<file path="src/rtl/sys_cmd_pkg.sv">
`default_nettype none
// ============================================================================
// Module  : sys_cmd_pkg
// Brief   : Shared constants for the UART register/ALU command protocol:
//           command header bytes, request encoding, frame lengths and the
//           master state encoding.
// Revision: 1.0 - initial release
// ============================================================================
package sys_cmd_pkg;

  // Frame header bytes recognised by the system controller
  localparam logic [7:0] c_HDR_WRITE   = 8'hAA;
  localparam logic [7:0] c_HDR_READ    = 8'hBB;
  localparam logic [7:0] c_HDR_ALU_OPS = 8'hCC;
  localparam logic [7:0] c_HDR_ALU     = 8'hDD;

  // req_cmd encoding
  localparam logic [1:0] c_CMD_WRITE   = 2'd0;
  localparam logic [1:0] c_CMD_READ    = 2'd1;
  localparam logic [1:0] c_CMD_ALU_OPS = 2'd2;
  localparam logic [1:0] c_CMD_ALU     = 2'd3;

  // Frame lengths in bytes, header included
  localparam logic [2:0] c_LEN_WRITE   = 3'd3;
  localparam logic [2:0] c_LEN_READ    = 3'd2;
  localparam logic [2:0] c_LEN_ALU_OPS = 3'd4;
  localparam logic [2:0] c_LEN_ALU     = 3'd2;

  typedef enum logic [1:0] {
    ST_IDLE     = 2'd0,
    ST_LOAD     = 2'd1,
    ST_SEND     = 2'd2,
    ST_WAIT_RSP = 2'd3
  } state_e;

  function automatic logic [2:0] frame_len(input logic [1:0] cmd);
    logic [2:0] len;
    case (cmd)
      c_CMD_WRITE:   len = c_LEN_WRITE;
      c_CMD_READ:    len = c_LEN_READ;
      c_CMD_ALU_OPS: len = c_LEN_ALU_OPS;
      default:       len = c_LEN_ALU;
    endcase
    return len;
  endfunction

  function automatic logic [7:0] cmd_header(input logic [1:0] cmd);
    logic [7:0] hdr;
    case (cmd)
      c_CMD_WRITE:   hdr = c_HDR_WRITE;
      c_CMD_READ:    hdr = c_HDR_READ;
      c_CMD_ALU_OPS: hdr = c_HDR_ALU_OPS;
      default:       hdr = c_HDR_ALU;
    endcase
    return hdr;
  endfunction

endpackage
`default_nettype wire

</file>
<file path="src/rtl/sys_cmd_rsp_timer.sv">
`default_nettype none
// ============================================================================
// Module  : sys_cmd_rsp_timer
// Brief   : 16-bit response wait timer. Cleared on entry to the wait state,
//           counts while enabled, flags expiry on the cycle the count reaches
//           Timeout_cycles-1 so the owner reacts Timeout_cycles after entry.
// Revision: 1.0 - initial release
// ============================================================================
module sys_cmd_rsp_timer #(
  parameter int Timeout_cycles = 50000
) (
  input  logic clk_i,
  input  logic rst_ni,
  input  logic clear_i,
  input  logic count_i,
  output logic expire_o
);

  localparam logic [15:0] c_LIMIT = 16'(Timeout_cycles - 1);

  logic [15:0] count_q;

  // Count wait cycles; clear has priority so each wait starts from zero
  always_ff @(posedge clk_i or negedge rst_ni) begin
    if (!rst_ni) begin
      count_q <= '0;
    end else if (clear_i) begin
      count_q <= '0;
    end else if (count_i && !expire_o) begin
      count_q <= count_q + 16'd1;
    end
  end

  assign expire_o = count_i && (count_q == c_LIMIT);

endmodule
`default_nettype wire

</file>
<file path="src/rtl/sys_cmd_master.sv">
`default_nettype none
// ============================================================================
// Module  : sys_cmd_master
// Brief   : Host-side command initiator. Accepts one request, serialises it
//           into an AA/BB/CC/DD frame towards a UART transmitter, then
//           captures the single response byte from the UART receiver.
//           Optional response timeout enabled by macro SYS_CMD_TIMEOUT_EN.
// Revision: 1.0 - initial release
// ============================================================================
module sys_cmd_master
  import sys_cmd_pkg::*;
#(
  parameter int Data_width     = 8,
  parameter int Address_width  = 4,
  parameter int Timeout_cycles = 50000
) (
  input  logic                     CLK,
  input  logic                     RST,
  input  logic                     req_valid,
  output logic                     req_ready,
  input  logic [1:0]               req_cmd,
  input  logic [Address_width-1:0] req_addr,
  input  logic [Data_width-1:0]    req_data,
  input  logic [Data_width-1:0]    req_opB,
  input  logic [3:0]               req_fun,
  output logic [Data_width-1:0]    TX_p_data,
  output logic                     TX_d_valid,
  input  logic                     TX_busy,
  input  logic [Data_width-1:0]    RX_p_data,
  input  logic                     RX_d_valid,
  output logic [Data_width-1:0]    rsp_data,
  output logic                     rsp_valid,
  output logic                     rsp_timeout,
  output logic                     busy
);

  state_e                   state_q;
  logic [1:0]               cmd_q;
  logic [Address_width-1:0] addr_q;
  logic [Data_width-1:0]    data_q;
  logic [Data_width-1:0]    opb_q;
  logic [3:0]               fun_q;
  logic [2:0]               len_q;
  logic [1:0]               idx_q;
  logic [Data_width-1:0]    tx_data_q;
  logic                     tx_valid_q;
  logic [Data_width-1:0]    rsp_data_q;
  logic                     rsp_valid_q;
  logic                     req_ready_q;
  logic                     busy_q;

  logic w_accept;
  logic w_tx_accept;
  logic w_last_byte;
  logic w_expire;

  // Byte at position idx of the frame described by the captured request
  function automatic logic [Data_width-1:0] frame_byte(
    input logic [1:0]               cmd,
    input logic [1:0]               idx,
    input logic [Address_width-1:0] addr,
    input logic [Data_width-1:0]    data,
    input logic [Data_width-1:0]    opb,
    input logic [3:0]               fun
  );
    logic [Data_width-1:0] hdr;
    logic [Data_width-1:0] addr_x;
    logic [Data_width-1:0] fun_x;
    logic [Data_width-1:0] byte_v;
    hdr    = Data_width'(cmd_header(cmd));
    addr_x = Data_width'(addr);
    fun_x  = Data_width'(fun);
    byte_v = '0;
    case (cmd)
      c_CMD_WRITE: begin
        case (idx)
          2'd0:    byte_v = hdr;
          2'd1:    byte_v = addr_x;
          default: byte_v = data;
        endcase
      end
      c_CMD_READ: begin
        byte_v = (idx == 2'd0) ? hdr : addr_x;
      end
      c_CMD_ALU_OPS: begin
        case (idx)
          2'd0:    byte_v = hdr;
          2'd1:    byte_v = data;
          2'd2:    byte_v = opb;
          default: byte_v = fun_x;
        endcase
      end
      default: begin
        byte_v = (idx == 2'd0) ? hdr : fun_x;
      end
    endcase
    return byte_v;
  endfunction

  assign w_accept    = req_valid && req_ready_q;
  assign w_tx_accept = tx_valid_q && !TX_busy;
  assign w_last_byte = ({1'b0, idx_q} == (len_q - 3'd1));

`ifdef SYS_CMD_TIMEOUT_EN
  logic rsp_timeout_q;
  logic w_timer_clear;
  logic w_timer_count;

  assign w_timer_clear = (state_q == ST_SEND) && w_tx_accept && w_last_byte;
  assign w_timer_count = (state_q == ST_WAIT_RSP);

  sys_cmd_rsp_timer #(
    .Timeout_cycles(Timeout_cycles)
  ) u_rsp_timer (
    .clk_i    (CLK),
    .rst_ni   (RST),
    .clear_i  (w_timer_clear),
    .count_i  (w_timer_count),
    .expire_o (w_expire)
  );

  assign rsp_timeout = rsp_timeout_q;
`else
  logic w_unused_timeout_cfg;

  // Without the timer the wait state only ever leaves on a response
  assign w_expire             = 1'b0;
  assign w_unused_timeout_cfg = (Timeout_cycles == 0);
  assign rsp_timeout          = 1'b0;
`endif

  // Request / frame / response sequencer with all outputs registered
  always_ff @(posedge CLK or negedge RST) begin
    if (!RST) begin
      state_q     <= ST_IDLE;
      cmd_q       <= '0;
      addr_q      <= '0;
      data_q      <= '0;
      opb_q       <= '0;
      fun_q       <= '0;
      len_q       <= '0;
      idx_q       <= '0;
      tx_data_q   <= '0;
      tx_valid_q  <= 1'b0;
      rsp_data_q  <= '0;
      rsp_valid_q <= 1'b0;
      req_ready_q <= 1'b0;
      busy_q      <= 1'b0;
`ifdef SYS_CMD_TIMEOUT_EN
      rsp_timeout_q <= 1'b0;
`endif
    end else begin
      rsp_valid_q <= 1'b0;
`ifdef SYS_CMD_TIMEOUT_EN
      rsp_timeout_q <= 1'b0;
`endif
      case (state_q)
        ST_IDLE: begin
          if (w_accept) begin
            // Request fields are sampled here and never again
            cmd_q       <= req_cmd;
            addr_q      <= req_addr;
            data_q      <= req_data;
            opb_q       <= req_opB;
            fun_q       <= req_fun;
            req_ready_q <= 1'b0;
            busy_q      <= 1'b1;
            state_q     <= ST_LOAD;
          end else begin
            req_ready_q <= 1'b1;
          end
        end
        ST_LOAD: begin
          len_q      <= frame_len(cmd_q);
          idx_q      <= 2'd0;
          tx_data_q  <= frame_byte(cmd_q, 2'd0, addr_q, data_q, opb_q, fun_q);
          tx_valid_q <= 1'b1;
          state_q    <= ST_SEND;
        end
        ST_SEND: begin
          if (w_tx_accept) begin
            if (w_last_byte) begin
              tx_valid_q <= 1'b0;
              state_q    <= ST_WAIT_RSP;
            end else begin
              idx_q     <= idx_q + 2'd1;
              tx_data_q <= frame_byte(cmd_q, idx_q + 2'd1, addr_q, data_q, opb_q, fun_q);
            end
          end
        end
        ST_WAIT_RSP: begin
          // A response arriving on the expiry cycle takes priority
          if (RX_d_valid) begin
            rsp_data_q  <= RX_p_data;
            rsp_valid_q <= 1'b1;
            req_ready_q <= 1'b1;
            busy_q      <= 1'b0;
            state_q     <= ST_IDLE;
          end else if (w_expire) begin
`ifdef SYS_CMD_TIMEOUT_EN
            rsp_timeout_q <= 1'b1;
`endif
            req_ready_q <= 1'b1;
            busy_q      <= 1'b0;
            state_q     <= ST_IDLE;
          end
        end
        default: begin
          state_q <= ST_IDLE;
        end
      endcase
    end
  end

  assign req_ready  = req_ready_q;
  assign busy       = busy_q;
  assign TX_p_data  = tx_data_q;
  assign TX_d_valid = tx_valid_q;
  assign rsp_data   = rsp_data_q;
  assign rsp_valid  = rsp_valid_q;

endmodule
`default_nettype wire

</file>
<file path="config.mk">
export PLATFORM = sky130hd
export DESIGN_NAME = sys_cmd_master
export DESIGN_NICKNAME = d
export VERILOG_FILES = /design/src/rtl/sys_cmd_pkg.sv /design/src/rtl/sys_cmd_rsp_timer.sv /design/src/rtl/sys_cmd_master.sv
export SDC_FILE = /design/constraint.sdc
export NUM_CORES = 1
export LEC_CHECK = 0
export BUFFER_PORTS_ARGS = -buffer_cell sky130_fd_sc_hd__buf_2
export CAP_MARGIN = 10
export CORE_MARGIN = 4
export CORE_UTILIZATION = 24
export DETAILED_ROUTE_END_ITERATION = 12
export SYNTH_ARGS = -nofsm -noshare
export SYNTH_HDL_FRONTEND = slang
export SYNTH_SLANG_ARGS = --single-unit
</file>
<file path="constraint.sdc">
create_clock -name CLK -period 1.86 [get_ports CLK]
set_input_delay 0.186 -clock CLK [delete_from_list [all_inputs] [get_ports CLK]]
set_output_delay 0.186 -clock CLK [all_outputs]
set_load 0.02 [all_outputs]
</file>
# After elaboration in Yosys (flattened, before gate mapping)
# Index checks and enable logic that the tools add are counted.
# word_totals
reg_bits,53
inputBits,39
elab_cells,73
out_inout_bits,21
# op_classes
addsub,2
n_eq_ne,13
reduce_logical,15
muxes,29
# op_table
op,n
$pmux W8 S3,2
$mux W8,4
$pmux W8 S2,2
$pmux W7 S3,1
$mux W2,6
$ne A2 B2 Y1 const B,5
$reduce_and A3 Y1,3
$eq A2 B2 Y1 const B,4
$mux W1,8
$pmux W2 S4,1
$eq A2 B1 Y1 const B,3
$logic_not A2 Y1,3
$pmux W1 S2,3
$pmux W3 S2,1
$reduce_and A2 Y1,3
$pmux W2 S2,1
$reduce_and A4 Y1,1
$reduce_bool A2 Y1,2
$eq A2 B3 Y1,1
$sub A3 B1 Y3 const B,1
$add A2 B1 Y2 const B,1
$logic_and A1 B1 Y1,2
$logic_not A1 Y1,1

# Longest topological paths before layout
# depth
word_depth,7
mapped_depth,7
mapped_depth_nobuf,6

# Worst setup path before layout
# Ideal clock, no wire load.
# synth_timing
path_kind,register to register
from,register idx_q[0]
to,register tx_data_q[0] (netlist: TX_p_data[0])
period_less_slack_ns,1.913
t_arrival_ns,1.789
path_slack_ns,-0.053
n_path_buf,1
stages_incl_launch_ff,8
setup_time_ns,0.125
cell_sequence,dfrtp_1 > inv_1 > ha_1 > clkbuf_2 > nor2b_1 > a311oi_1 > o221ai_1 > mux2_2
# synth_via
elab_chain_cells,7
# synth_rtl
element,line,rtl
start: declaration,sys_cmd_master.sv:44,logic [1:0] idx_q;
start signal: assignment,sys_cmd_master.sv:186,idx_q <= idx_q + 2'd1;
$add A2 B1 Y2,sys_cmd_master.sv:187,"tx_data_q <= frame_byte(cmd_q, idx_q + 2'd1, addr_q, data_q, opb_q, fun_q);"
$eq A2 B2 Y1 (tied with other cells),sys_cmd_master.sv:86,case (idx)
$pmux W8 S3 (tied with other cells),sys_cmd_master.sv:86,
$pmux W8 S3,sys_cmd_master.sv:74,case (cmd)
$mux W8,sys_cmd_master.sv:182,if (w_last_byte) begin
$mux W8,sys_cmd_master.sv:181,if (w_tx_accept) begin
$pmux W8 S2,sys_cmd_master.sv:157,case (state_q)
end signal: assignment,sys_cmd_master.sv:176,"tx_data_q <= frame_byte(cmd_q, 2'd0, addr_q, data_q, opb_q, fun_q);"
end signal: assignment,sys_cmd_master.sv:187,
end: declaration,sys_cmd_master.sv:45,logic [Data_width-1:0] tx_data_q;
# Several ways; a longest one is shown, not always the timed one. The select of a mux whose other input is x is not followed.
# A chain may end at the register's enable or synchronous reset.

# Worst setup path in the final report
# layout_timing
from,register idx_q[0]
to,register tx_data_q[1] (netlist: TX_p_data[1])
# Same word-level chain as after synthesis.

==> metrics.md <==
| Metric | Value |
|---|---|
| Tmin final | `1790 ps` |
| Final setup fails | `0` |
| Worst slew pin tran | `546 ps` |
| Power Density | `1850 mW/mm2` |
| Total number of vias | `1,983` |
| Clk sinks | `53` |
| Synth Warn # | `0` |
| Final Hold Viols | `0` |
| Global-route wire length before repair | `10.3 mm` |
| Pin count of the biggest net entering global routing | `53` |
| Register area | `0.00133 mm2` |
| CTS Buf Count | `5` |
| # diodes | `0` |
| DP HPWL | `4.98 mm` |
| Antenna-violating nets left | `0` |
| Share of cells above drive strength 1 | `45.1%` |
| RSZ-0062 raised after global routing | `false` |
| Mapped Nets | `281` |
| Commonest non-fill, non-tap cell in the layout | `buf_2` |
| Leakage Power | `1.58 nW` |
| Post-synth top area share | `48.9%` |
| EDFF count, synth | `0` |
| Area Growth Syn to Fin | `28.5%` |
| Critical path cell sequence | `ha_1, a221oi_1, nor3_1, o22a_1, a32o_1` |
| Clock buffer depth | `2` |
| Synth Flop Type | `dfrtp_1` |
| I/O Buffers | `58` |
| Max Cap Viol | `0` |
| Fin. max-slew vios | `0` |
| Avg Vias per Cell | `4.47` |
| CTS H-tree depth | `2` |
| Initial Util | `24.8%` |
| GP Congestion | `0.809` |
| Synth top area cells | `dfrtp_1, mux2_2, ha_1` |
| Most frequent cells in the layout | `buf_2, dfrtp_1, mux2_2` |
| # rows | `38` |
| Mapped cell area | `0.00271 mm2` |
| Crit Path Class | `reg -> reg` |
| Max rail drop VDD | `0.468 mV` |
| Area taken by multi-input logic gates | `0.00131 mm2` |
| Remaining DRCs | `0` |
| Vias in the first global route | `2,022` |
| Critical Path AT | `1980 ps` |
| FF+latch count, synth | `53` |
| Register area share after synthesis | `48.9%` |
| Antenna violations before repair | `0` |
| Clk Latency, worst-skew pair | `290 ps` |
| Distinct cell type count after synthesis | `47` |
| Post-synth top area cell | `dfrtp_1` |
| Final Util | `31.9%` |
| Worst-path clk slew | `70 ps` |
| Post-synth ARST share | `100%` |
| # Post-CTS Setup Buffers | `0` |
| Crit path max-delay family | `compound AO/OA/AOI/OAI gates` |
| CTS tree | `yes` |
| DR iter-0 viols | `162` |
| Total track usage | `10.2%` |
| Rel. slew slack | `63.6%` |
| Critical path launch point type | `register` |
| Number of nets in the layout | `351` |
| Clock skew | `5.47 ps` |
| Clock Tree Root | `clkbuf_16` |
| Fin crit share | `96.3%` |
| Die area | `0.0131 mm2` |
| Status | `complete, no violations` |
| GR Overflow Total | `0` |
| Die Height | `114 um` |
| Core area | `0.0109 mm2` |
| Post-Synthesis Cells | `233` |
| Fmax | `558 MHz` |
| Initial DRT Pass Iterations | `4` |
| Class of the worst hold path | `in -> reg` |
| Required time of the critical path | `2040 ps` |
| Hold slack | `123 ps` |
| Crit path buffers/inverters | `0` |
| CP endpoint kind | `register` |
| Routed wire length | `6.34 mm` |
| Number of fill cells | `1,137` |
| CP peak stage delay | `440 ps` |
| CP max stage cell | `dfrtp_2` |
| Top Ports | `60` |
| Die Width | `114 um` |
| Mean Syn Cell Area | `11.6 um2` |
| Setup TNS | `0 ps` |
| DR WL/cell | `14.3 um` |
| CP max FO | `8` |
worst paths after layout:
path                                          start                  endpoint  slack (ps)  depth (start not counted)
max in group asynchronous                       RST      idx_q[0]$_DFFE_PN0P_        1170                          3
min                                     req_data[7]     data_q[7]$_DFFE_PN0P_         120                          2
min in group asynchronous                       RST     req_ready$_DFFE_PN0P_         220                          2
max reg2reg                    idx_q[0]$_DFFE_PN0P_  TX_p_data[1]$_DFFE_PN0P_          70                          5
max                            idx_q[0]$_DFFE_PN0P_  TX_p_data[1]$_DFFE_PN0P_          70                          5
min reg2reg                TX_p_data[4]$_DFFE_PN0P_  TX_p_data[4]$_DFFE_PN0P_         500                          1
power by group:
| part | total, mW | switching, mW | leakage [nW] | internal [mW] |
|---|---|---|---|---|
| Clock | 1.06 | 0.392 | 0.0841 | 0.672 |
| Sequential | 2.19 | 0.458 | 0.628 | 1.73 |
| Combinational | 3.18 | 1.59 | 0.866 | 1.59 |
cells by family (layout without fill, tap and decap cells):
logic type               after synthesis  count (layout)  share of synthesized area [%]
adder cells (fa/ha/maj)                9               9                           4.15
multiplexers                          43              43                           17.8
AND/OR/NAND/NOR                       46              46                           9.59
XOR/XNOR                               3               3                           1.52
other                                  1               1                          0.138
AO/OA/AOI/OAI                         54              54                           14.2
flip-flops                            53              53                           48.9
buffers and inverters                 24              95                           3.74
worst register-to-register path: stages (launching register included):
cell and delay, ps:
dfrtp_2 440, ha_1 340, a221oi_1 320, nor3_1 100, o22a_1 220, a32o_1 250
through the flow:
step / setup slack (ps) / total power [mW] / cells / cell area, um2
detailed placement: 22.2 / 5.36 / 435 / 3280
global placement: 71.5 / 5.27 / 435 / 3280
global route: 1.66 / 6.92 / 444 / 3490
CTS: 19.3 / 6.45 / 444 / 3460
finish: 67.9 / 6.43 / 444 / 3490
floorplan: 4.40 / 4.37 / 233 / 2730
timing repair:
action / CTS / global route
setup endpoints to repair: 0 / 9
resized for setup: 0 / 6
hold buffers: 1 / 0
hold endpoints to repair: 53 / 0
cell usage after synthesis, drive strengths merged (3+ instances only):
master and number:
o21ai 14, ha 9, a31oi 5, dfrtp 53
nand3 5, nor3 5, inv 13, a221oi 3
a22o 6, buf 6, clkbuf 5, nor2b 7
nand2b 6, nand2 9, a21oi 10, nor2 5
mux2 42
registers in the layout (all words and copies together) (netlist names):
name / cells
req_ready: 1
busy: 1
opb_q: 8
data_q: 8
rsp_valid: 1
cmd_q: 2
rsp_data: 8
addr_q: 4
idx_q: 2
state_q: 2
TX_p_data: 8
fun_q: 4
len_q: 3
TX_d_valid: 1
layout make-up:
type / instances / share of cell area (%)
clock buffers: 7 / 4.09
clock inverters: 1 / 0.861
inverters: 13 / 1.40
multi-input cells: 156 / 37.6
flip-flops and latches: 53 / 38.1
well taps: 140 / 5.03
repair buffers: 74 / 12.9
metal layers:
metal	up-vias	wire, um	track usage (%)
met3	5	274	2.59
met2	46	3100	16.4
li1	983	-	-
met5	-	0	0
met1	949	2860	13.1
met4	0	108	3.80
Note: power is estimated with default switching activity, not from simulation.
